## src/rtl/bcd_pkg.sv

```systemverilog
// Shared constants and types for the BCD-to-binary converter.
// Work register layout: {hundreds[18:17], tens[16:13], units[12:9], binary[8:0]}.
package bcd_pkg;

    typedef enum logic [1:0] {
        ST_IDLE  = 2'd0,
        ST_SHIFT = 2'd1,
        ST_DONE  = 2'd2
    } state_t;

    localparam int BCD_DIGIT_W = 4;
    localparam int BIN_W       = 8;
    localparam int SHIFT_N     = 9;
    localparam int DEC_W       = 10;
    localparam int WORK_W      = DEC_W + SHIFT_N;
    localparam int CNT_W       = 4;

    localparam int TENS_LSB    = SHIFT_N + BCD_DIGIT_W;
    localparam int UNITS_LSB   = SHIFT_N;

    localparam logic [BCD_DIGIT_W-1:0] CORR_SUB    = 4'd3;
    localparam logic [BCD_DIGIT_W-1:0] CORR_THRESH = 4'd8;
    localparam logic [BCD_DIGIT_W-1:0] DIGIT_MAX   = 4'd9;

    function automatic logic bad_digit(input logic [BCD_DIGIT_W-1:0] d);
        return d > DIGIT_MAX;
    endfunction

endpackage

```

## src/rtl/bcd_digit_corr.sv

```systemverilog
// Reverse double-dabble digit correction: digits of 8 or more drop by 3.
module bcd_digit_corr
    import bcd_pkg::*;
(
    input  logic [BCD_DIGIT_W-1:0] d,
    output logic [BCD_DIGIT_W-1:0] q
);

    always_comb begin
        q = d;
        if (d >= CORR_THRESH) begin
            q = d - CORR_SUB;
        end
    end

endmodule

```

## src/rtl/bcd_to_bin_8.sv

```systemverilog
// Sequential 3-digit BCD to 8-bit binary converter (shift right, subtract 3).
// One conversion per accepted start; done pulses 10 edges after acceptance.
module bcd_to_bin_8
    import bcd_pkg::*;
(
    input  logic             clk,
    input  logic             reset_n,
    input  logic             start,
    input  logic [DEC_W-1:0] dec,
    output logic [BIN_W-1:0] bin,
    output logic             ovf,
    output logic             err,
    output logic             busy,
    output logic             done
);

    state_t              state;
    logic [CNT_W-1:0]    cnt;
    logic [WORK_W-1:0]   work;
    logic                err_lat;

    logic [WORK_W-1:0]      shifted;
    logic [WORK_W-1:0]      work_next;
    logic [BCD_DIGIT_W-1:0] tens_c;
    logic [BCD_DIGIT_W-1:0] units_c;

    bcd_digit_corr u_tens_corr (
        .d (shifted[TENS_LSB +: BCD_DIGIT_W]),
        .q (tens_c)
    );

    bcd_digit_corr u_units_corr (
        .d (shifted[UNITS_LSB +: BCD_DIGIT_W]),
        .q (units_c)
    );

    // Digit fields stay at fixed positions; the binary result accumulates below them.
    always_comb begin
        shifted   = work >> 1;
        work_next = shifted;
        work_next[TENS_LSB  +: BCD_DIGIT_W] = tens_c;
        work_next[UNITS_LSB +: BCD_DIGIT_W] = units_c;
    end

    always_ff @(posedge clk or negedge reset_n) begin
        if (!reset_n) begin
            state   <= ST_IDLE;
            cnt     <= '0;
            work    <= '0;
            err_lat <= 1'b0;
            bin     <= '0;
            ovf     <= 1'b0;
            err     <= 1'b0;
            busy    <= 1'b0;
            done    <= 1'b0;
        end else begin
            case (state)
                ST_IDLE: begin
                    done <= 1'b0;
                    if (start) begin
                        work    <= {dec, {SHIFT_N{1'b0}}};
                        cnt     <= CNT_W'(SHIFT_N);
                        err_lat <= bad_digit(dec[7:4]) | bad_digit(dec[3:0]);
                        busy    <= 1'b1;
                        state   <= ST_SHIFT;
                    end else begin
                        busy    <= 1'b0;
                    end
                end
                ST_SHIFT: begin
                    work <= work_next;
                    cnt  <= cnt - CNT_W'(1);
                    if (cnt == CNT_W'(1)) begin
                        state <= ST_DONE;
                    end
                end
                ST_DONE: begin
                    bin   <= err_lat ? '0 : work[BIN_W-1:0];
                    ovf   <= err_lat ? 1'b0 : work[BIN_W];
                    err   <= err_lat;
                    done  <= 1'b1;
                    state <= ST_IDLE;
                end
                default: begin
                    state <= ST_IDLE;
                end
            endcase
        end
    end

endmodule
```

## config.mk

```make
export PLATFORM = sky130hd
export DESIGN_NAME = bcd_to_bin_8
export DESIGN_NICKNAME = d
export VERILOG_FILES = /design/src/rtl/bcd_pkg.sv /design/src/rtl/bcd_digit_corr.sv /design/src/rtl/bcd_to_bin_8.sv
export SDC_FILE = /design/constraint.sdc
export NUM_CORES = 1
export LEC_CHECK = 0
export CAP_MARGIN = 20
export CORE_MARGIN = 1
export CORE_UTILIZATION = 54
export DETAILED_ROUTE_END_ITERATION = 8
export GPL_TIMING_DRIVEN = 0
export MAX_ROUTING_LAYER = met4
export PLACE_DENSITY = 0.79
export SLEW_MARGIN = 20
export SYNTH_ARGS = -nofsm -noshare
export SYNTH_HDL_FRONTEND = slang
export SYNTH_HIERARCHICAL = 1
export SYNTH_SLANG_ARGS = --single-unit
```

## constraint.sdc

```tcl
create_clock -name clk -period 1.6 [get_ports clk]
set_clock_uncertainty 0.1 [all_clocks]
set_input_delay 0.32 -clock clk [delete_from_list [all_inputs] [get_ports clk]]
set_output_delay 0.32 -clock clk [all_outputs]
set_load 0.03 [all_outputs]
```

# Word-level counts from Yosys, hierarchy flattened
# Cells that the tools add are included.
# totals
output_inout_bits	12
ramBits	0
register_bits	38
mem_count	0
rom_bits	0
inputBits	13
latch_bits	0
# classes
shift	0
n_lt_le_gt_ge	4
mul	0
n_mux	13
div	0
reduce_logical	6
eq_ne	5
bitwise	1
add_sub_neg	3
# ops
op	count
case mux 19 bit (2 select lines)	1
2-to-1 mux 19 bit	1
2-to-1 mux 4 bit	3
greater-or-equal comparator 4 bit, second input constant	2
> comparator 4 bit, second input constant	2
2-to-1 mux 8 bit	1
case mux 4 bit (2 select lines)	1
subtractor 4 x 2 -> 4 bit, second input constant	2
AND reduction 2 bit	3
== test 4 x 1 -> 1 bit, second input constant	1
2-to-1 mux 2 bit	2
!= test 2 bit, second input constant	2
case mux 2 bit (2 select lines)	1
nonzero test 2 bit	2
subtractor 4 x 1 -> 4 bit, second input constant	1
== test 2 x 1 -> 1 bit, second input constant	1
== test 2 bit, second input constant	1
zero test 2 bit	1
2-to-1 mux 1 bit	2
case mux 1 bit (2 select lines)	1
OR 1 bit	1

# Depth between registers and ports, before layout
# Gate-level depths: netlist of run 1.
# logic_depth
depth_word	3
ltp_mapped	6
ltp_nobuf	6

# By module
# Netlist of run 1, hierarchy kept.
# by_module_without_submodules
mod	n_inst	cells_each	area_each_um2	seq_area_each_um2
bcd_to_bin_8	1	160	1661.6	950.9
bcd_digit_corr	2	11	76.3	0.0

# Worst setup path before layout of run 1
# OpenSTA, ideal clock, no wires.
# synth_timing
path_type	register to register
from	reg work[10]
to	reg work[11]
path_buffers	0
slack_ns	0.288
t_required_ns	1.366
period_less_slack_ns	1.312
arrival_ns	1.079
stages_incl_launch_ff	6
path_cell_list	dfrtp_1 > ha_1 > nand2b_1 > xnor2_1 > a22oi_1 > o21ai_0
# synth_between
elab_chain_len	3
word_cells_on_any_way	4
classes_between	add/sub: 1; order compare: 1; mux: 2
# synth_rtl
element	line	source
start: declaration	bcd_to_bin_8.sv:19	logic [WORK_W-1:0] work;
start signal: assignment	bcd_to_bin_8.sv:61	work <= {dec, {SHIFT_N{1'b0}}};
start signal: assignment	bcd_to_bin_8.sv:71	work <= work_next;
subtractor 4 x 2 -> 4 bit or greater-or-equal comparator 4 bit (tied branches)	bcd_digit_corr.sv:12, bcd_digit_corr.sv:11	
2-to-1 mux 4 bit (*)	bcd_digit_corr.sv:11	if (d >= CORR_THRESH) begin
net units_c[2]	bcd_to_bin_8.sv:25	logic [BCD_DIGIT_W-1:0] units_c;
case mux 19 bit (2 select lines) (*)	bcd_to_bin_8.sv:57	case (state)
# The timed path passes the listed nets; every way through them passes the cells marked *.
# A chain may end at the register's enable or synchronous reset.

# Worst setup path in the final report of run 1
# Same ends and word-level chain as after synthesis.

==> metrics.csv, run 1 <==
metric;value;unit
outcome;finished clean;
core;3130;µm²
hold_violations;0;
worst_path_largest_cell_delay;0.46;ns
synth_compound_area_share;20.8;%
grt_pass1_wl;6410;µm
final-setup-viol-count;0;
post-route-min-period;1.54;ns
drc;0;
die_x;60.0;µm
ant_nets;0;
critical_path_class;reg -> reg;
nFillCells;247;
finalCritPeriodShare;95.9;%
synthSimpleGateAreaFrac;15.3;%
synth_ff_type;dfrtp_1;
area_growth;21.0;%
fin_cells;260;
clock_latency;0.35;ns
clock-sinks;38;
grt_overflow;0;
maxCapViolations;0;
ir_drop;0.850;mV
max_freq;0.651;GHz
grt_util_all_layers;26.0;%
synth_fa_ha_area_share;4.14;%
layout_common_cells;dfrtp_1, o21ai_0, nand2_1;
syn_nets;201;
synth_largest_area_cell;dfrtp_1;
r2r_cells;5;
rsz0062_at_grt;no;
clk_pin_slew;0.10;ns
clk_path_buf_depth;2;
synth_cells;182;
drt-initial-drc-count;73;
final_common_cell;dfrtp_1;
post-route-util;70.2;%
synth_edf_count;0;
dieArea;3600;µm²
synth_top_family_by_area;compound AO/OA/AOI/OAI gates;
h-tree-depth;2;
r2r-start;work[10]$_DFFE_PN0P_;
worst_pin_slew;0.454;ns
grt_pass1_vias;1388;
hpwl;2680;µm
diodes;0;
worstSetupStartpoint;work[10]$_DFFE_PN0P_;
die_y;60.0;µm
critPathSlowestCell;dfrtp_2;
synth_top_area_share;52.4;%
r2r_setup_slack;0.06;ns
nNetsFinal;234;
routedWlPerCell;14.5;µm
yosysUniqueCellTypes;27;
synth-seq-cells;38;
muxShareOfSynthArea;0.621;%
power_leakage;1.01;nW
async_reset_ff_share;100;%
start_util;58.0;%
ys_warn_count;6;
grt.busiest_layer;met2;
ios;25;
critPathMaxFanout;6;
timing.hold.ws;0.342;ns
synth_area_per_cell;9.97;µm²
antenna_found_initial;0;
root_buffer;clkbuf_4;
synth-xor-area-share;1.93;%
vias_per_cell;5.61;
slew_headroom;69.7;%
hold_class;in -> async;
crit_arrival;1.64;ns
dp.cells;251;
ys_seq_area_share;52.4;%
crit_required;1.70;ns
slew_viol_final;0;
cts_made_buffers;5;
grt_use_met2;41.1;%
cts_setup_buffers;0;
wl;3770;µm
grt_use_met3;7.58;%
critPathCaptureType;flop;
io_buffer_count;24;
layout-drive-gt1-share;8.80;%
first_pass_iters;4;
cts_tree;yes;
vias;1459;
met1_usage;31.4;%
grt_max_degree;22;
critPathLaunchType;flop;
rows;20;
gp_congestion;0.766;
power.density;1620;nW/µm²
synth_area;1810;µm²
crit_path_cell_trace;ha_1 -> nand2b_1 -> xnor2_1 -> a22oi_1 -> o21ai_0;
yosys-top-cells-area;dfrtp_1, o21ai_0, nand2b_1;
-- logic make-up (layout without fill, tap and decap cells) --
kind of cell               after synthesis  count (layout)
adders and majority gates                6               6
muxes                                    1               1
and+or+nand+nor                         53              53
xor gates and xnor gates                 4               4
AOI/OAI and AO/OA                       62              62
buffers and inverters                   18              52
DFF                                     38              38
-- worst max-delay path, delay by kind of cell, from the launching register on --
family | cells | cell delay, ns
compound gates | 2 | 0.32
xor+xnor | 1 | 0.14
fa+ha+maj | 1 | 0.22
flops | 1 | 0.46
simple gates | 1 | 0.16
-- per-stage QoR --
step                power, mW  cell area (µm²)  worst slack (ns)  TNS [ns]
floorplan                2.60             1810             0.288         0
global placement         3.01             2110            -0.708    -29.30
detailed placement       3.13             2130            -0.236     -3.42
CTS                      3.58             2190            0.0511         0
global route             3.86             2190          0.000476         0
finish                   3.56             2190            0.0648         0
-- synthesized netlist by cell type (all sizes together) (2+ instances only) --
library cell	n
clkbuf	4
a22oi	8
a31oi	2
xnor2	2
xor2	2
dfrtp	38
nand2b	14
nor2b	13
o21ai	27
inv	8
nand2	20
ha	6
a22o	9
buf	6
a21oi	13
-- state kept, by name, summed over array words and instances, names as in the netlist --
register / cells
cnt: 4
bin: 8
work: 19
err_lat: 1
done: 1
ovf: 1
err: 1
busy: 1
state: 2
-- what timing repair did --
item                                    4_1_cts  5_1_grt
hold endpoints to repair                     17        0
hold buffers                                  1        0
endpoints found under the setup margin       12       11
resized for setup                            12        4
-- path summary, 6_finish.rpt --
kind,to
max,work[11]$_DFFE_PN0P_
min,bin[1]$_DFFE_PN0P_
max reg2reg,work[11]$_DFFE_PN0P_
min reg2reg,bin[7]$_DFFE_PN0P_
max in group asynchronous,work[10]$_DFFE_PN0P_
min in group clk,bin[7]$_DFFE_PN0P_
-- power breakdown --
part	total (mW)	switching, mW	internal (mW)
Clock	0.513	0.300	0.213
Sequential	1.62	0.318	1.30
Combinational	1.43	0.783	0.643
-- layer usage --
layer	vias to the layer above	part of all wire [%]	wire, µm
met5	-	0	0
met4	0	1.6	59
met3	8	4.9	186
met2	41	50	1890
met1	717	43	1630
li1	693	-	-
-- layout make-up --
class | instances | area, µm² | share of cell area, %
Clock inverter | 1 | 5.00 | 0.228
Timing Repair Buffer | 26 | 259 | 11.8
Multi-Input combinational cell | 126 | 781 | 35.6
Buffer | 10 | 56.3 | 2.57
Inverter | 8 | 30.0 | 1.37
Clock buffer | 7 | 55.1 | 2.51
Tap cell | 44 | 55.1 | 2.51
Sequential cell | 38 | 953 | 43.4
No activity file was read; power rests on OpenSTA's default activity.
==> run 2, diff against run 1 <==
- CORE_UTILIZATION: 54 -> 58
- PLACE_DENSITY: 0.79 -> 0.84
- clock period: 1.6 -> 1.95 ns (I/O delays scaled with it)
==> run 2 against run 1 <==
- largest cell class unchanged
- global-route usage shrank 2.8 points
- the flow now finishes with violations (design-rule violations)
- sequential power fell by 18%
- sequential share of layout area is 0.24 points lower
- hold slack got worse by 0.016 ns
==> metrics.csv, run 2 (synthesized netlist as in run 1, its figures left out) <==
metric;value;unit;change
outcome;finished, violations left;;
violations;design-rule violations;;
die_x;57.9;µm;-3.4%
grt_pass1_vias;1237;;-11%
hold_class;in -> async;;
rows;19;;-5.0%
layout-drive-gt1-share;7.87;%;-0.93 points
start_util;63.6;%;+5.6 points
h-tree-depth;2;;unchanged
grt_overflow;0;;unchanged
power.density;1390;nW/µm²;-14%
worst_pin_slew;0.490;ns;+0.0358 ns
cts_made_buffers;5;;unchanged
root_buffer;clkbuf_4;;
path_delay_family;buffers and inverters;;
die_y;57.9;µm;-3.4%
crit_buf_inv;1;;+1
routedWlPerCell;13.7;µm;-5.2%
maxCapViolations;0;;unchanged
power_switching;1.15;mW;-18%
diodes;0;;unchanged
slew_headroom;67.3;%;-2.5 points
power_leakage;0.960;nW;-5.2%
cts_tree;yes;;
slew_viol_final;0;;unchanged
post-route-min-period;1.89;ns;
drt-initial-drc-count;85;;+16%
gp_congestion;0.812;;+6.0%
postPlaceCellArea;2110;µm²;-1.1%
core;2850;µm²;-8.8%
grt_max_degree;29;;+32%
drc;3;;+3
ir_drop;0.808;mV;-4.9%
crit_required;1.46;ns;-0.24 ns
area_growth;21.3;%;
largest_register;work;;
worst_path_largest_cell_delay;0.67;ns;+0.21 ns
finalCritPeriodShare;96.8;%;
p_clk_share;17.7;%;+3.3 points
rsz0062_at_grt;no;;
clk_path_buf_depth;2;;unchanged
seqPwrFrac;43.4;%;-2.1 points
p_int;1.90;mW;-12%
wl;3390;µm;-10%
layout_common_cells;dfrtp_1, o21ai_0, clkdlybuf4s50_1;;
vias_per_cell;5.78;;+3.0%
max_freq;0.530;GHz;
clock_latency;0.35;ns;about the same
first_pass_iters;6;;+2
hold_violations;0;;unchanged
critPathSlowestCell;clkdlybuf4s50_1;;
fin_area;2200;µm²;+0.29%
biggestRegsByFlops;work x19, bin x8, cnt x4;;
nNetsFinal;234;;unchanged
crit_arrival;1.40;ns;-0.24 ns
p_comb_share;38.8;%;-1.3 points
critPathMaxFanout;2;;-4
final_common_cell;dfrtp_1;;
io_buffer_count;24;;unchanged
total_power;3.06;mW;-14%
final-setup-viol-count;0;;unchanged
clock-sinks;38;;unchanged
critical_path_class;reg -> out;;
clk_pin_slew;0.12;ns;+0.02 ns
vias;1428;;-2.1%
ant_nets;0;;unchanged
critPathLaunchType;flop;;
grt_util_all_layers;23.2;%;-2.8 points
crit_path_cell_trace;clkdlybuf4s50_1;;
grt_pass1_wl;5580;µm;-13%
largest_reg_flops;19;;unchanged
ios;25;;unchanged
hpwl;2500;µm;-6.5%
swShare;37.7;%;-1.6 points
antenna_found_initial;0;;unchanged
critPathCaptureType;output pin;;
dieArea;3360;µm²;-6.7%
nFillCells;197;;-20%
==> run 2: cell count changes in the layout (fill, tap and decap cells not counted), moves of 2 or more <==
cell             delta
dfrtp_1             +2
clkdlybuf4s50_1    +12
dfrtp_2             -2
dlygate4sd2_1      -11
clkinvlp_4          +2
==> run 2: worst paths after layout <==
| check | from | to | slack (ns) | depth (start not counted) |
|---|---|---|---|---|
| worst min-delay path | reset_n | bin[3]$_DFFE_PN0P_ | 0.33 | 2 |
| worst max register to register | state[0]$_DFFE_PN0P_ | cnt[2]$_DFFE_PN0P_ | 0.43 | 4 |
| max in group asynchronous | reset_n | work[18]$_DFFE_PN0P_ | 1.01 | 3 |
| worst min register to register | bin[2]$_DFFE_PN0P_ | bin[2]$_DFFE_PN0P_ | 0.39 | 2 |
| min in group clk | bin[2]$_DFFE_PN0P_ | bin[2]$_DFFE_PN0P_ | 0.39 | 2 |
| worst max-delay path | done$_DFFE_PN0P_ | done | 0.06 | 1 |
==> run 2: per-layer routing <==
| layer | up-vias | track usage, % | wire length (µm) |
|---|---|---|---|
| met5 | - | - | 0 |
| met4 | 0 | 10.2 | 51 |
| met3 | 7 | 7.59 | 189 |
| met2 | 41 | 33.2 | 1560 |
| met1 | 687 | 30.5 | 1590 |
| li1 | 693 | - | - |
==> run 2: power by group through the flow <==
stage	Clock, mW	Combinational, mW	Sequential, mW
finish	0.541	1.19	1.33
global route	0.581	1.31	1.37
CTS	0.552	1.19	1.32
detailed placement	0	1.19	1.34
global placement	0	1.15	1.32
floorplan	0	0.721	1.41
==> run 2: area by class of cell <==
class	count	area (µm²)	share of cell area [%]
Buffer	10	56.3	2.56
Clock buffer	5	37.5	1.71
Clock inverter	3	45.0	2.05
Inverter	8	30.0	1.36
Multi-Input combinational cell	126	777	35.3
Sequential cell	38	951	43.2
Tap cell	31	38.8	1.76
Timing Repair Buffer	26	265	12.1
==> run 2: timing repair <==
item,in CTS,in global routing
setup buffers,0,0
resized for setup,0,0
endpoints found under the hold margin,10,0
hold buffers,1,0
==> run 2: stage by stage <==
step | setup TNS (ns) | hold WS [ns] | util [%] | instances | setup slack (ns)
2_1_floorplan | 0 | -0.00559 | - | 182 | 0.638
3_3_place_gp | -13.80 | 0.362 | 73.4 | 237 | -0.365
3_5_place_dp | 0 | 0.177 | 73.9 | 238 | 0.125
4_1_cts | 0 | 0.323 | 77.1 | 247 | 0.0472
5_1_grt | 0 | 0.318 | 77.1 | 247 | 0.00718
6_report | 0 | 0.326 | 77.1 | 247 | 0.0630
